## src/rtl/isqrt32_seq.sv

```systemverilog
// ---------------------------------------------------------------------------
// isqrt32_seq
//   Sequential integer square root using the restoring digit-by-digit method.
//   One root bit is resolved per clock, MSB first, so a 2*RW-bit radicand
//   takes RW iteration cycles after the accepting edge.
//
// Ports
//   clk    in   1        rising-edge clock
//   rst_n  in   1        asynchronous active-low reset
//   start  in   1        request, sampled only in IDLE
//   x      in   2*RW     radicand, captured on the accepting edge
//   busy   out  1        high while iterating (CALC)
//   done   out  1        one-cycle pulse when root/rem are updated
//   root   out  RW       floor(sqrt(x)), held until the next done
//   rem    out  RW+1     x - root*root (always <= 2*root), held likewise
// ---------------------------------------------------------------------------
module isqrt32_seq #(
  parameter int RW = 16
) (
  input  logic              clk,
  input  logic              rst_n,
  input  logic              start,
  input  logic [2*RW-1:0]   x,
  output logic              busy,
  output logic              done,
  output logic [RW-1:0]     root,
  output logic [RW:0]       rem
);

  localparam int CW = (RW > 1) ? $clog2(RW) : 1;

  localparam logic [1:0] S_IDLE = 2'd0;
  localparam logic [1:0] S_CALC = 2'd1;
  localparam logic [1:0] S_DONE = 2'd2;

  logic [1:0]      state_q, state_d;
  logic [2*RW-1:0] op_q,    op_d;     // radicand, consumed two bits per step
  logic [RW+1:0]   r_q,     r_d;      // partial remainder
  logic [RW-1:0]   q_q,     q_d;      // partial root
  logic [CW-1:0]   cnt_q,   cnt_d;
  logic [RW-1:0]   root_q,  root_d;
  logic [RW:0]     rem_q,   rem_d;

  // One iteration of the restoring step. The partial remainder never exceeds
  // 2Q+1, so P fits RW+2 bits and the extra top bit of the RW+3-bit
  // difference is a pure sign bit.
  logic [RW+2:0] p;
  logic [RW+2:0] t;
  logic          t_neg;
  logic [RW+1:0] r_next;
  logic [RW-1:0] q_next;

  assign p      = {r_q[RW:0], op_q[2*RW-1:2*RW-2]};
  assign t      = p - {1'b0, q_q, 2'b01};
  assign t_neg  = t[RW+2];
  assign r_next = t_neg ? p[RW+1:0] : t[RW+1:0];
  assign q_next = {q_q[RW-2:0], ~t_neg};

  // The remainder's top bit is headroom for the invariant above; the
  // step logic itself never needs to read it.
  logic unused_r_msb;
  assign unused_r_msb = r_q[RW+1];

  // NOTE: every signal gets a default at the top of the block so no path
  // leaves one unassigned and infers a latch.
  always_comb begin
    state_d = state_q;
    op_d    = op_q;
    r_d     = r_q;
    q_d     = q_q;
    cnt_d   = cnt_q;
    root_d  = root_q;
    rem_d   = rem_q;

    case (state_q)
      S_IDLE: begin
        if (start) begin
          op_d    = x;
          r_d     = '0;
          q_d     = '0;
          cnt_d   = CW'(RW - 1);
          state_d = S_CALC;
        end
      end

      S_CALC: begin
        op_d  = {op_q[2*RW-3:0], 2'b00};
        r_d   = r_next;
        q_d   = q_next;
        cnt_d = cnt_q - 1'b1;
        if (cnt_q == '0) begin
          // Publish straight from the last step so the result appears on
          // the same edge that enters DONE.
          root_d  = q_next;
          rem_d   = r_next[RW:0];
          state_d = S_DONE;
        end
      end

      S_DONE:  state_d = S_IDLE;   // start is deliberately ignored here
      default: state_d = S_IDLE;
    endcase
  end

  // NOTE: sequential state uses non-blocking assignments so every register
  // samples the pre-edge values of the others.
  always_ff @(posedge clk or negedge rst_n) begin
    if (!rst_n) begin
      state_q <= S_IDLE;
      op_q    <= '0;
      r_q     <= '0;
      q_q     <= '0;
      cnt_q   <= '0;
      root_q  <= '0;
      rem_q   <= '0;
    end else begin
      state_q <= state_d;
      op_q    <= op_d;
      r_q     <= r_d;
      q_q     <= q_d;
      cnt_q   <= cnt_d;
      root_q  <= root_d;
      rem_q   <= rem_d;
    end
  end

  assign busy = (state_q == S_CALC);
  assign done = (state_q == S_DONE);
  assign root = root_q;
  assign rem  = rem_q;

endmodule
```

## config.mk

```make
export PLATFORM = sky130hd
export DESIGN_NAME = isqrt32_seq
export DESIGN_NICKNAME = d
export VERILOG_FILES = /design/src/rtl/isqrt32_seq.sv
export SDC_FILE = /design/constraint.sdc
export NUM_CORES = 1
export LEC_CHECK = 0
export ABC_CLOCK_PERIOD_IN_PS = 2670
export CAP_MARGIN = 25
export CORE_UTILIZATION = 44
export CTS_BUF_LIST = sky130_fd_sc_hd__clkbuf_8 sky130_fd_sc_hd__clkbuf_16
export CTS_CLUSTER_SIZE = 24
export DETAILED_ROUTE_END_ITERATION = 7
export PLACE_DENSITY = 0.7
export SYNTH_ARGS = -nofsm -noshare
export SYNTH_HDL_FRONTEND = slang
export SYNTH_SLANG_ARGS = --single-unit
```

## constraint.sdc

```tcl
create_clock -name clk -period 2.67 [get_ports clk]
set_clock_uncertainty 0.15 [all_clocks]
set_input_delay 0.801 -clock clk [delete_from_list [all_inputs] [get_ports clk]]
set_output_delay 0.801 -clock clk [all_outputs]
set_load 0.01 [all_outputs]
```

# == Word level (Yosys, flattened, before mapping) ==
# Cells that the tools add are included.
# classes
add_sub_neg,2
shifts,0
n_reduce_logical,6
mux,12
multipliers,0
magnitude_cmp,0
bitwise,1
div,0
eq_ne,4
# op_table
operator,n
case mux 32 bit (2 select lines),1
two-way mux 17 bit,2
case mux 17 bit (2 select lines),1
two-way mux 32 bit,1
case mux 16 bit (2 select lines),1
subtractor 19 x 18 -> 19 bit,1
two-way mux 16 bit,1
case mux 4 bit (2 select lines),1
AND reduction 2 bit,3
zero test 4 bit,1
two-way mux 2 bit,2
two-way mux 4 bit,1
case mux 2 bit (2 select lines),1
"subtractor 4 x 1 -> 4 bit, second input constant",1
"equality test 2 x 1 -> 1 bit, second input constant",1
"equality test 2 bit, second input constant",1
zero test 2 bit,1
"inequality test 2 x 1 -> 1 bit, second input constant",1
"inequality test 2 bit, second input constant",1
nonzero test 2 bit,1
NOT 1 bit,1
# word_totals
memories,0
elab_cells,32
output_inout_bits,35
in_bits,35
latch_bits,0
romBits,0
reg_bits,104
ram_bits,0

# == Logic depth before layout (Yosys ltp) ==
# Gate-level depths: netlist of run 1.
# depth
depth_word,3
mapped_depth,12
depth_no_buf,10

# == Least setup slack after synthesis of run 1 ==
# OpenSTA, ideal clock, no wires.
# synth_path
path_kind,register to register
from,register r_q[0]
to,register rem_q[9] (netlist: rem[9])
t_required_ns,2.390
path_stages_with_launch,11
setup_ns,0.130
arrival_time_ns,2.290
synth_period_minus_slack_ns,2.570
n_path_buf,1
setup_slack_ns,0.100
path_cell_list,dfrtp_1 > ha_1 > nor2b_4 > o31ai_4 > a21oi_2 > o21bai_2 > a21oi_4 > xnor2_4 > buf_6 > mux2i_1 > o21ai_1
# synth_between
elab_chain_cells,2
# synth_lines
item,line,rtl
from (decl),38,"logic [RW+1:0] r_q, r_d;"
from (signal assigned),119,r_q <= r_d;
subtractor 19 x 18 -> 19 bit,54,"assign t = p - {1'b0, q_q, 2'b01};"
two-way mux 17 bit,56,assign r_next = t_neg ? p[RW+1:0] : t[RW+1:0];
to (signal assigned),123,rem_q <= rem_d;
to (decl),42,"logic [RW:0] rem_q, rem_d;"
# Every way passes these cells.
# A chain may end at the register's enable or synchronous reset.

# == Worst setup path after layout of run 1 ==
# layout_path
from,register r_q[3]
to,register r_q[16]
# layout_between
elab_chain_cells,3
# layout_lines
item,line,rtl
subtractor 19 x 18 -> 19 bit,54,
two-way mux 17 bit,56,
case mux 17 bit (2 select lines),75,case (state_q)
# Every way passes these cells.

==> impl_metrics.prom, run 1 <==
# TYPE chip_impl_metric gauge
chip_impl_info{name="run_status",value="completed"} 1
chip_impl_metric{name="share_of_the_yosys_chip_area_belonging_to_registers",unit="%"} 49.86
chip_impl_metric{name="grt_max_degree",unit=""} 52
chip_impl_metric{name="finalNetCount",unit=""} 721
chip_impl_metric{name="layout_cells_sized_above_1",unit="%"} 17.24
chip_impl_metric{name="clock_tree.htree_level_count",unit=""} 3
chip_impl_metric{name="period_needed",unit="ns"} 2.598
chip_impl_metric{name="number_of_synthesized_flops_with_an_enable_pin",unit=""} 0
chip_impl_metric{name="synth_top_area_share",unit="%"} 49.86
chip_impl_metric{name="ys_seq_elements",unit=""} 104
chip_impl_metric{name="finalHoldViolations",unit=""} 0
chip_impl_metric{name="worst_hold_slack",unit="ns"} 0.1946
chip_impl_info{name="mostFrequentLayoutCells",value="dfrtp_1 (104), buf_4 (75), clkdlybuf4s50_1 (68)"} 1
chip_impl_info{name="startpoint_type",value="flop"} 1
chip_impl_info{name="worst_hold_path_type",value="primary input to asynchronous set/reset pin"} 1
chip_impl_metric{name="vias_per_cell",unit=""} 5.523
chip_impl_metric{name="relSlewSlack",unit="%"} 69.89
chip_impl_metric{name="remaining_drc_errors",unit=""} 0
chip_impl_metric{name="synthesis.yosys.warnings",unit=""} 0
chip_impl_metric{name="seqCellArea",unit="mm²"} 0.002603
chip_impl_metric{name="ios",unit=""} 70
chip_impl_metric{name="cp_data_required_time",unit="ns"} 2.80
chip_impl_metric{name="final-instance-count-excl-fill",unit=""} 816
chip_impl_metric{name="synthToLayoutAreaGrowth",unit="%"} 32.89
chip_impl_metric{name="synth-async-reset-ratio",unit="%"} 100.0
chip_impl_metric{name="die-area",unit="mm²"} 0.01230
chip_impl_metric{name="power.density_cell_area",unit="mW/mm²"} 1550
chip_impl_metric{name="grt_pass1_wl",unit="µm"} 21130
chip_impl_metric{name="grt_pass1_vias",unit=""} 4382
chip_impl_info{name="layout.cells.most_common",value="dfrtp_1"} 1
chip_impl_info{name="tritoncts",value="done"} 1
chip_impl_metric{name="cell_area_after_placement",unit="mm²"} 0.006536
chip_impl_metric{name="post_cts_hold_buffer_count",unit=""} 0
chip_impl_metric{name="total_global_routing_overflow",unit=""} 0
chip_impl_metric{name="antenna_cells_inserted",unit=""} 0
chip_impl_metric{name="clock-sinks",unit=""} 104
chip_impl_metric{name="place.gp.congestion",unit=""} 0.8515
chip_impl_info{name="startpoint",value="r_q[3]$_DFFE_PN0P_"} 1
chip_impl_metric{name="reg2reg_depth",unit=""} 10
chip_impl_info{name="yosys.area.top_type",value="dfrtp_1"} 1
chip_impl_metric{name="worst_ep_arrival_time",unit="ns"} 2.73
chip_impl_metric{name="num_vias",unit=""} 4507
chip_impl_metric{name="crit_path_max_fanout",unit=""} 3
chip_impl_metric{name="postSynthCellCount",unit=""} 544
chip_impl_metric{name="setup_ws",unit="ns"} 0.07194
chip_impl_metric{name="placementRows",unit=""} 39
chip_impl_metric{name="post_synth_num_cell_types",unit=""} 46
chip_impl_metric{name="cts_max_path_buffers",unit=""} 2
chip_impl_info{name="crit_path_cell_trace",value="ha_4, o211a_1, o31ai_4, buf_4, a32o_2, nor4_4, nor2_1, a211oi_2, mux2i_2, o21ai_1"} 1
chip_impl_metric{name="achievable-frequency",unit="GHz"} 0.3849
chip_impl_metric{name="floorplan.core_area",unit="mm²"} 0.01147
chip_impl_metric{name="grt_util_overall",unit="%"} 21.49
chip_impl_metric{name="multi_input_comb_area",unit="mm²"} 0.002451
chip_impl_metric{name="port_buffers",unit=""} 69
chip_impl_metric{name="clk_pin_slew_worst_paths",unit="ns"} 0.07
chip_impl_metric{name="layout.filler_cells",unit=""} 957
chip_impl_info{name="setup.worst_path.end_class",value="flop"} 1
chip_impl_metric{name="antenna_violating_nets_post_route",unit=""} 0
chip_impl_metric{name="netlist_area",unit="mm²"} 0.005220
chip_impl_metric{name="worst_path_largest_cell_delay",unit="ns"} 0.43
chip_impl_metric{name="power.leakage",unit="nW"} 3.085
chip_impl_info{name="r2r_start",value="r_q[3]$_DFFE_PN0P_"} 1
chip_impl_metric{name="first_pass_iters",unit=""} 5
chip_impl_metric{name="vdd.ir_drop.worst",unit="V"} 0.0008548
chip_impl_metric{name="initial_core_util",unit="%"} 45.52
chip_impl_metric{name="routed_wire_length_per_instance",unit="µm"} 15.59
chip_impl_metric{name="number_of_buffers_created_by_cts",unit=""} 9
chip_impl_metric{name="dieWidth",unit="µm"} 110.9
chip_impl_info{name="cpMaxStageDelayCell",value="dfrtp_1"} 1
chip_impl_metric{name="drt_wl_total",unit="µm"} 12730
chip_impl_metric{name="grt_antenna_before_repair",unit=""} 0
chip_impl_info{name="synth_ff_type",value="dfrtp_1"} 1
chip_impl_metric{name="report.final.slew_viol_count",unit=""} 0
chip_impl_metric{name="setup_viol_count_final",unit=""} 0
chip_impl_metric{name="hpwl",unit="µm"} 9027
chip_impl_metric{name="post-route-cell-area",unit="mm²"} 0.006937
chip_impl_metric{name="place.detailed.instances",unit=""} 796
chip_impl_metric{name="avgSynthCellArea",unit="µm²"} 9.596
chip_impl_metric{name="first_drt_iteration_drcs",unit=""} 243
chip_impl_metric{name="worst-slew-pin-transition",unit="ns"} 0.4507
chip_impl_metric{name="placement.setup.worst_slack",unit="ns"} -0.2456
chip_impl_info{name="cts_root_buffer",value="clkbuf_16"} 1
chip_impl_metric{name="maxCapViolations",unit=""} 0
chip_impl_metric{name="worst_skew_pair_latency",unit="ns"} 0.35
chip_impl_info{name="timing_worst_setup_path_type",value="flop to flop"} 1
chip_impl_metric{name="die_height",unit="µm"} 110.9
chip_impl_metric{name="post-route-period-util",unit="%"} 97.31
chip_impl_info{name="ys_top_cells_by_area",value="dfrtp_1 (50%), o21ai_0 (5.1%), a21oi_1 (4.6%)"} 1
chip_impl_metric{name="syn-num-nets",unit=""} 597
chip_impl_metric{name="finished_core_util",unit="%"} 60.49
## metal layers
layer  part of all wire [%]  track usage, %  wire length (µm)  up-vias
met1                     43           27.55              5487     2222
li1                       -               -                 -     2172
met4                    1.5           8.089               187        0
met5                      0               0                 0        -
met3                    5.0           4.866               633       13
met2                     50           35.49              6417      100
## where the power goes
part	internal (mW)	total [mW]	switching, mW
combinational	3.33	6.74	3.41
sequential	2.28	2.68	0.395
clock	0.747	1.33	0.583
## area by class of cell
cell class,count,share of cell area [%]
flip-flops and latches,104,37.52
multi-input cells,382,35.34
repair buffers,147,18.96
clock buffers,10,3.445
well taps,143,2.579
inverters,24,1.299
clock inverters,6,0.8658
## worst max-delay path, delay by kind of cell (launching register included)
kind,cells,cell delay [ns]
AO/OA/AOI/OAI,5,0.97
adder cells (fa/ha/maj),1,0.30
buffers and inverters,1,0.14
flip-flops,1,0.43
multiplexers,1,0.13
AND/OR/NAND/NOR,2,0.42
## state kept, by name (all words and copies together) (netlist names)
register and flops:
q_q 16, rem 17, r_q 17, state_q 2, root 16, op_q 32, cnt_q 4
## synth_stat cells, types with 2 or more instances
cell       number
inv_1          24
a21oi_1        48
o21a_1          3
nand3b_1        2
ha_1           18
a22oi_1        29
o211ai_1        2
a31oi_1         2
mux2i_1        15
nand2b_1        5
buf_1           2
xor2_1          6
and3b_1         2
nor2_1         10
mux2_2          2
o21ai_1        38
xnor2_1         9
dfrtp_1       104
o21ai_0        53
nor3_1          2
o2111ai_1       2
clkbuf_1       30
a21o_1          3
o22ai_1        18
nand4_1         2
nand2_1        62
nor2b_1        32
## worst paths after layout
path / to / slack [ns]
max: r_q[16]$_DFFE_PN0P_ / 0.07
min: r_q[9]$_DFFE_PN0P_ / 0.19
max reg2reg: r_q[16]$_DFFE_PN0P_ / 0.07
min reg2reg: rem[12]$_DFFE_PN0P_ / 0.33
max in group asynchronous: cnt_q[2]$_DFFE_PN0P_ / 1.46
min in group clk: rem[12]$_DFFE_PN0P_ / 0.33
## through the flow
stage | power [mW] | setup TNS [ns]
6_report | 10.75 | 0
3_5_place_dp | 8.986 | -6.266
2_1_floorplan | 6.613 | 0
4_1_cts | 10.58 | 0
5_1_grt | 11.58 | -0.1375
3_3_place_gp | 8.799 | -3.729
## what timing repair did
action	4_1_cts	5_1_grt
buffers inserted	2	2
endpoints found under the setup margin	36	16
endpoints found under the hold margin	0	0
resized for setup	1	11
pin swaps	1	3
## logic make-up after synthesis
family	count (synthesis)	synth area share [%]
simple gates	123	11.58
xor+xnor	16	3.044
compound gates	208	23.56
flops	104	49.86
buf+inv	58	4.339
fa+ha+maj	18	4.315
mux	17	3.308
Note: power is estimated with default switching activity, not from simulation.
==> inputs of run 2 (changes only) <==
Settings changed: CORE_MARGIN set to 2.
==> run 2 against run 1 <==
Against the previous run: the run now ends with DRC left; non-clock buffer count down 49; register-to-register slack about the same; first-iteration DRC count up 3.3%; critical path depth unchanged; global-route usage down 1.1 points; total power down 5.2%; cell area down 4.7%; sequential share of layout area up 1.8 points.
==> impl_metrics.prom, run 2 (same netlist as run 1, synthesis figures left out) <==
# TYPE chip_impl_metric gauge
chip_impl_metric{name="layout_cells_sized_above_1",unit="%"} 10.90
chip_impl_metric{name="antenna_cells_inserted",unit=""} 0
chip_impl_metric{name="place.gp.congestion",unit=""} 0.8845
chip_impl_info{name="largest_register",value="op_q"} 1
chip_impl_metric{name="ios",unit=""} 70
chip_impl_metric{name="dieWidth",unit="µm"} 112.9
chip_impl_metric{name="die-area",unit="mm²"} 0.01275
chip_impl_metric{name="setup_viol_count_final",unit=""} 0
chip_impl_metric{name="port_buffers",unit=""} 69
chip_impl_metric{name="antenna_violating_nets_post_route",unit=""} 0
chip_impl_metric{name="achievable-frequency",unit="GHz"} 0.3850
chip_impl_metric{name="post_cts_hold_buffer_count",unit=""} 0
chip_impl_metric{name="die_height",unit="µm"} 112.9
chip_impl_metric{name="worst-slew-pin-transition",unit="ns"} 0.4343
chip_impl_metric{name="reg2reg_depth",unit=""} 10
chip_impl_metric{name="place.detailed.instances",unit=""} 749
chip_impl_info{name="cpMaxStageDelayCell",value="dfrtp_1"} 1
chip_impl_metric{name="relSlewSlack",unit="%"} 71.04
chip_impl_metric{name="maxCapViolations",unit=""} 0
chip_impl_metric{name="placementRows",unit=""} 39
chip_impl_info{name="mostFrequentLayoutCells",value="dfrtp_1 (104), clkdlybuf4s50_1 (68), nand2_1 (61)"} 1
chip_impl_metric{name="clock_tree.htree_level_count",unit=""} 3
chip_impl_metric{name="post-route-period-util",unit="%"} 97.28
chip_impl_metric{name="worst_ep_arrival_time",unit="ns"} 2.73
chip_impl_metric{name="p_seq_share",unit="%"} 26.8
chip_impl_metric{name="initial_core_util",unit="%"} 45.33
chip_impl_metric{name="final-instance-count-excl-fill",unit=""} 767
chip_impl_metric{name="clk_pin_slew_worst_paths",unit="ns"} 0.07
chip_impl_metric{name="remaining_drc_errors",unit=""} 5
chip_impl_info{name="run_status",value="finished, violations left"} 1
chip_impl_metric{name="vias_per_cell",unit=""} 5.529
chip_impl_metric{name="finalHoldViolations",unit=""} 0
chip_impl_info{name="tritoncts",value="done"} 1
chip_impl_metric{name="cts_max_path_buffers",unit=""} 2
chip_impl_metric{name="cp_data_required_time",unit="ns"} 2.80
chip_impl_metric{name="internal-power",unit="mW"} 6.000
chip_impl_info{name="rsz0062_at_grt",value="yes"} 1
chip_impl_metric{name="grt_antenna_before_repair",unit=""} 0
chip_impl_metric{name="comb_power_share",unit="%"} 58.9
chip_impl_info{name="setup.worst_path.end_class",value="flop"} 1
chip_impl_metric{name="p_clk_share",unit="%"} 14.3
chip_impl_metric{name="worst_skew_pair_latency",unit="ns"} 0.35
chip_impl_metric{name="floorplan.core_area",unit="mm²"} 0.01152
chip_impl_metric{name="number_of_buffers_created_by_cts",unit=""} 9
chip_impl_info{name="crit_path_cell_trace",value="ha_1, nor2b_4, o31ai_4, a21oi_2, o21bai_2, a21oi_4, xnor2_4, buf_12, mux2_2, o21ai_1"} 1
chip_impl_info{name="startpoint_type",value="flop"} 1
chip_impl_metric{name="power.leakage",unit="nW"} 2.854
chip_impl_metric{name="grt_max_degree",unit=""} 54
chip_impl_metric{name="clock-sinks",unit=""} 104
chip_impl_metric{name="sw_frac_of_total",unit="%"} 41.16
chip_impl_metric{name="routed_wire_length_per_instance",unit="µm"} 15.93
chip_impl_metric{name="finalNetCount",unit=""} 672
chip_impl_metric{name="vdd.ir_drop.worst",unit="V"} 0.0007918
chip_impl_metric{name="net-switching-power",unit="mW"} 4.198
chip_impl_info{name="violations_in_the_final_reports",value="DRC"} 1
chip_impl_metric{name="first_pass_iters",unit=""} 6
chip_impl_metric{name="crit_path_max_fanout",unit=""} 11
chip_impl_info{name="layout.cells.most_common",value="dfrtp_1"} 1
chip_impl_metric{name="grt_pass1_wl",unit="µm"} 21050
chip_impl_metric{name="period_needed",unit="ns"} 2.597
chip_impl_info{name="worst_hold_path_type",value="primary input to asynchronous set/reset pin"} 1
chip_impl_metric{name="num_vias",unit=""} 4241
chip_impl_metric{name="first_drt_iteration_drcs",unit=""} 251
chip_impl_metric{name="total_global_routing_overflow",unit=""} 0
chip_impl_metric{name="worst_hold_slack",unit="ns"} 0.2929
chip_impl_metric{name="power.density_cell_area",unit="mW/mm²"} 1542
chip_impl_metric{name="number_of_flip_flops_in_the_largest_register",unit=""} 32
chip_impl_metric{name="report.final.slew_viol_count",unit=""} 0
chip_impl_metric{name="grt_util_overall",unit="%"} 20.36
chip_impl_info{name="cts_root_buffer",value="clkbuf_16"} 1
chip_impl_metric{name="grt_pass1_vias",unit=""} 4317
chip_impl_metric{name="worst_path_largest_cell_delay",unit="ns"} 0.40
chip_impl_metric{name="drt_wl_total",unit="µm"} 12220
chip_impl_info{name="timing_worst_setup_path_type",value="flop to flop"} 1
chip_impl_metric{name="finished_core_util",unit="%"} 57.43
chip_impl_metric{name="synthToLayoutAreaGrowth",unit="%"} 26.70
chip_impl_metric{name="setup_tns",unit="ns"} 0
chip_impl_metric{name="hpwl",unit="µm"} 8393
## run 2: changes by cell type in the layout (fill, tap and decap cells not counted), sizes merged
cell and delta:
clkbuf +1, clkinv -2, buf -49, bufinv +1
## run 2: critical path, delay by kind of cell (launching register included)
family / cells / cell delay, ns
AOI/OAI and AO/OA: 5 / 0.80
xor gates and xnor gates: 1 / 0.18
adders and majority gates: 1 / 0.31
buffers and inverters: 1 / 0.17
DFF: 1 / 0.40
muxes: 1 / 0.36
and+or+nand+nor: 1 / 0.14
## run 2: area by class of cell
type	instances	area, µm²
fill	1019	4902
sequential	104	2603
multi-input combinational	382	2466
timing repair buffer	98	943.4
clock buffer	11	252.7
tap	143	178.9
inverter	24	90.09
clock inverter	5	80.08
## run 2: final timing paths
kind,end,startpoint,slack [ns]
worst max register to register,rem[1]$_DFFE_PN0P_,r_q[0]$_DFFE_PN0P_,0.07
worst max-delay path,rem[1]$_DFFE_PN0P_,r_q[0]$_DFFE_PN0P_,0.07
min in group clk,rem[7]$_DFFE_PN0P_,rem[7]$_DFFE_PN0P_,0.33
worst min register to register,rem[7]$_DFFE_PN0P_,rem[7]$_DFFE_PN0P_,0.33
worst min-delay path,root[10]$_DFFE_PN0P_,rst_n,0.29
max in group asynchronous,op_q[28]$_DFFE_PN0P_,rst_n,1.82
## run 2: repair_timing
item | 4_1_cts | 5_1_grt
setup buffers | 0 | 2
gates resized for setup | 0 | 11
endpoints found under the setup margin | 0 | 27
## run 2: metal layers
| metal | track usage (%) | routed length (µm) |
|---|---|---|
| met5 | 0 | 0 |
| met1 | 26.36 | 5454 |
| met2 | 34.02 | 6012 |
| met4 | 8.049 | 260 |
| met3 | 3.803 | 489 |
## run 2: power groups by stage
stage	registers, mW	clock network, mW	logic [mW]
final	2.74	1.46	6.01
after global routing	2.82	1.56	6.64
after CTS	2.72	1.48	5.71
after detailed placement	2.74	0	5.67
after global placement	2.71	0	5.53
after floorplan	2.72	0	3.90
## run 2: through the flow
stage	power (mW)	worst slack (ns)	area, µm²
final	10.20	0.07274	6614
after global routing	11.02	-0.05996	6614
after CTS	9.911	0.01081	6529
after detailed placement	8.411	0.03762	6196
after global placement	8.238	0.1074	6196
after floorplan	6.613	0.1004	5220
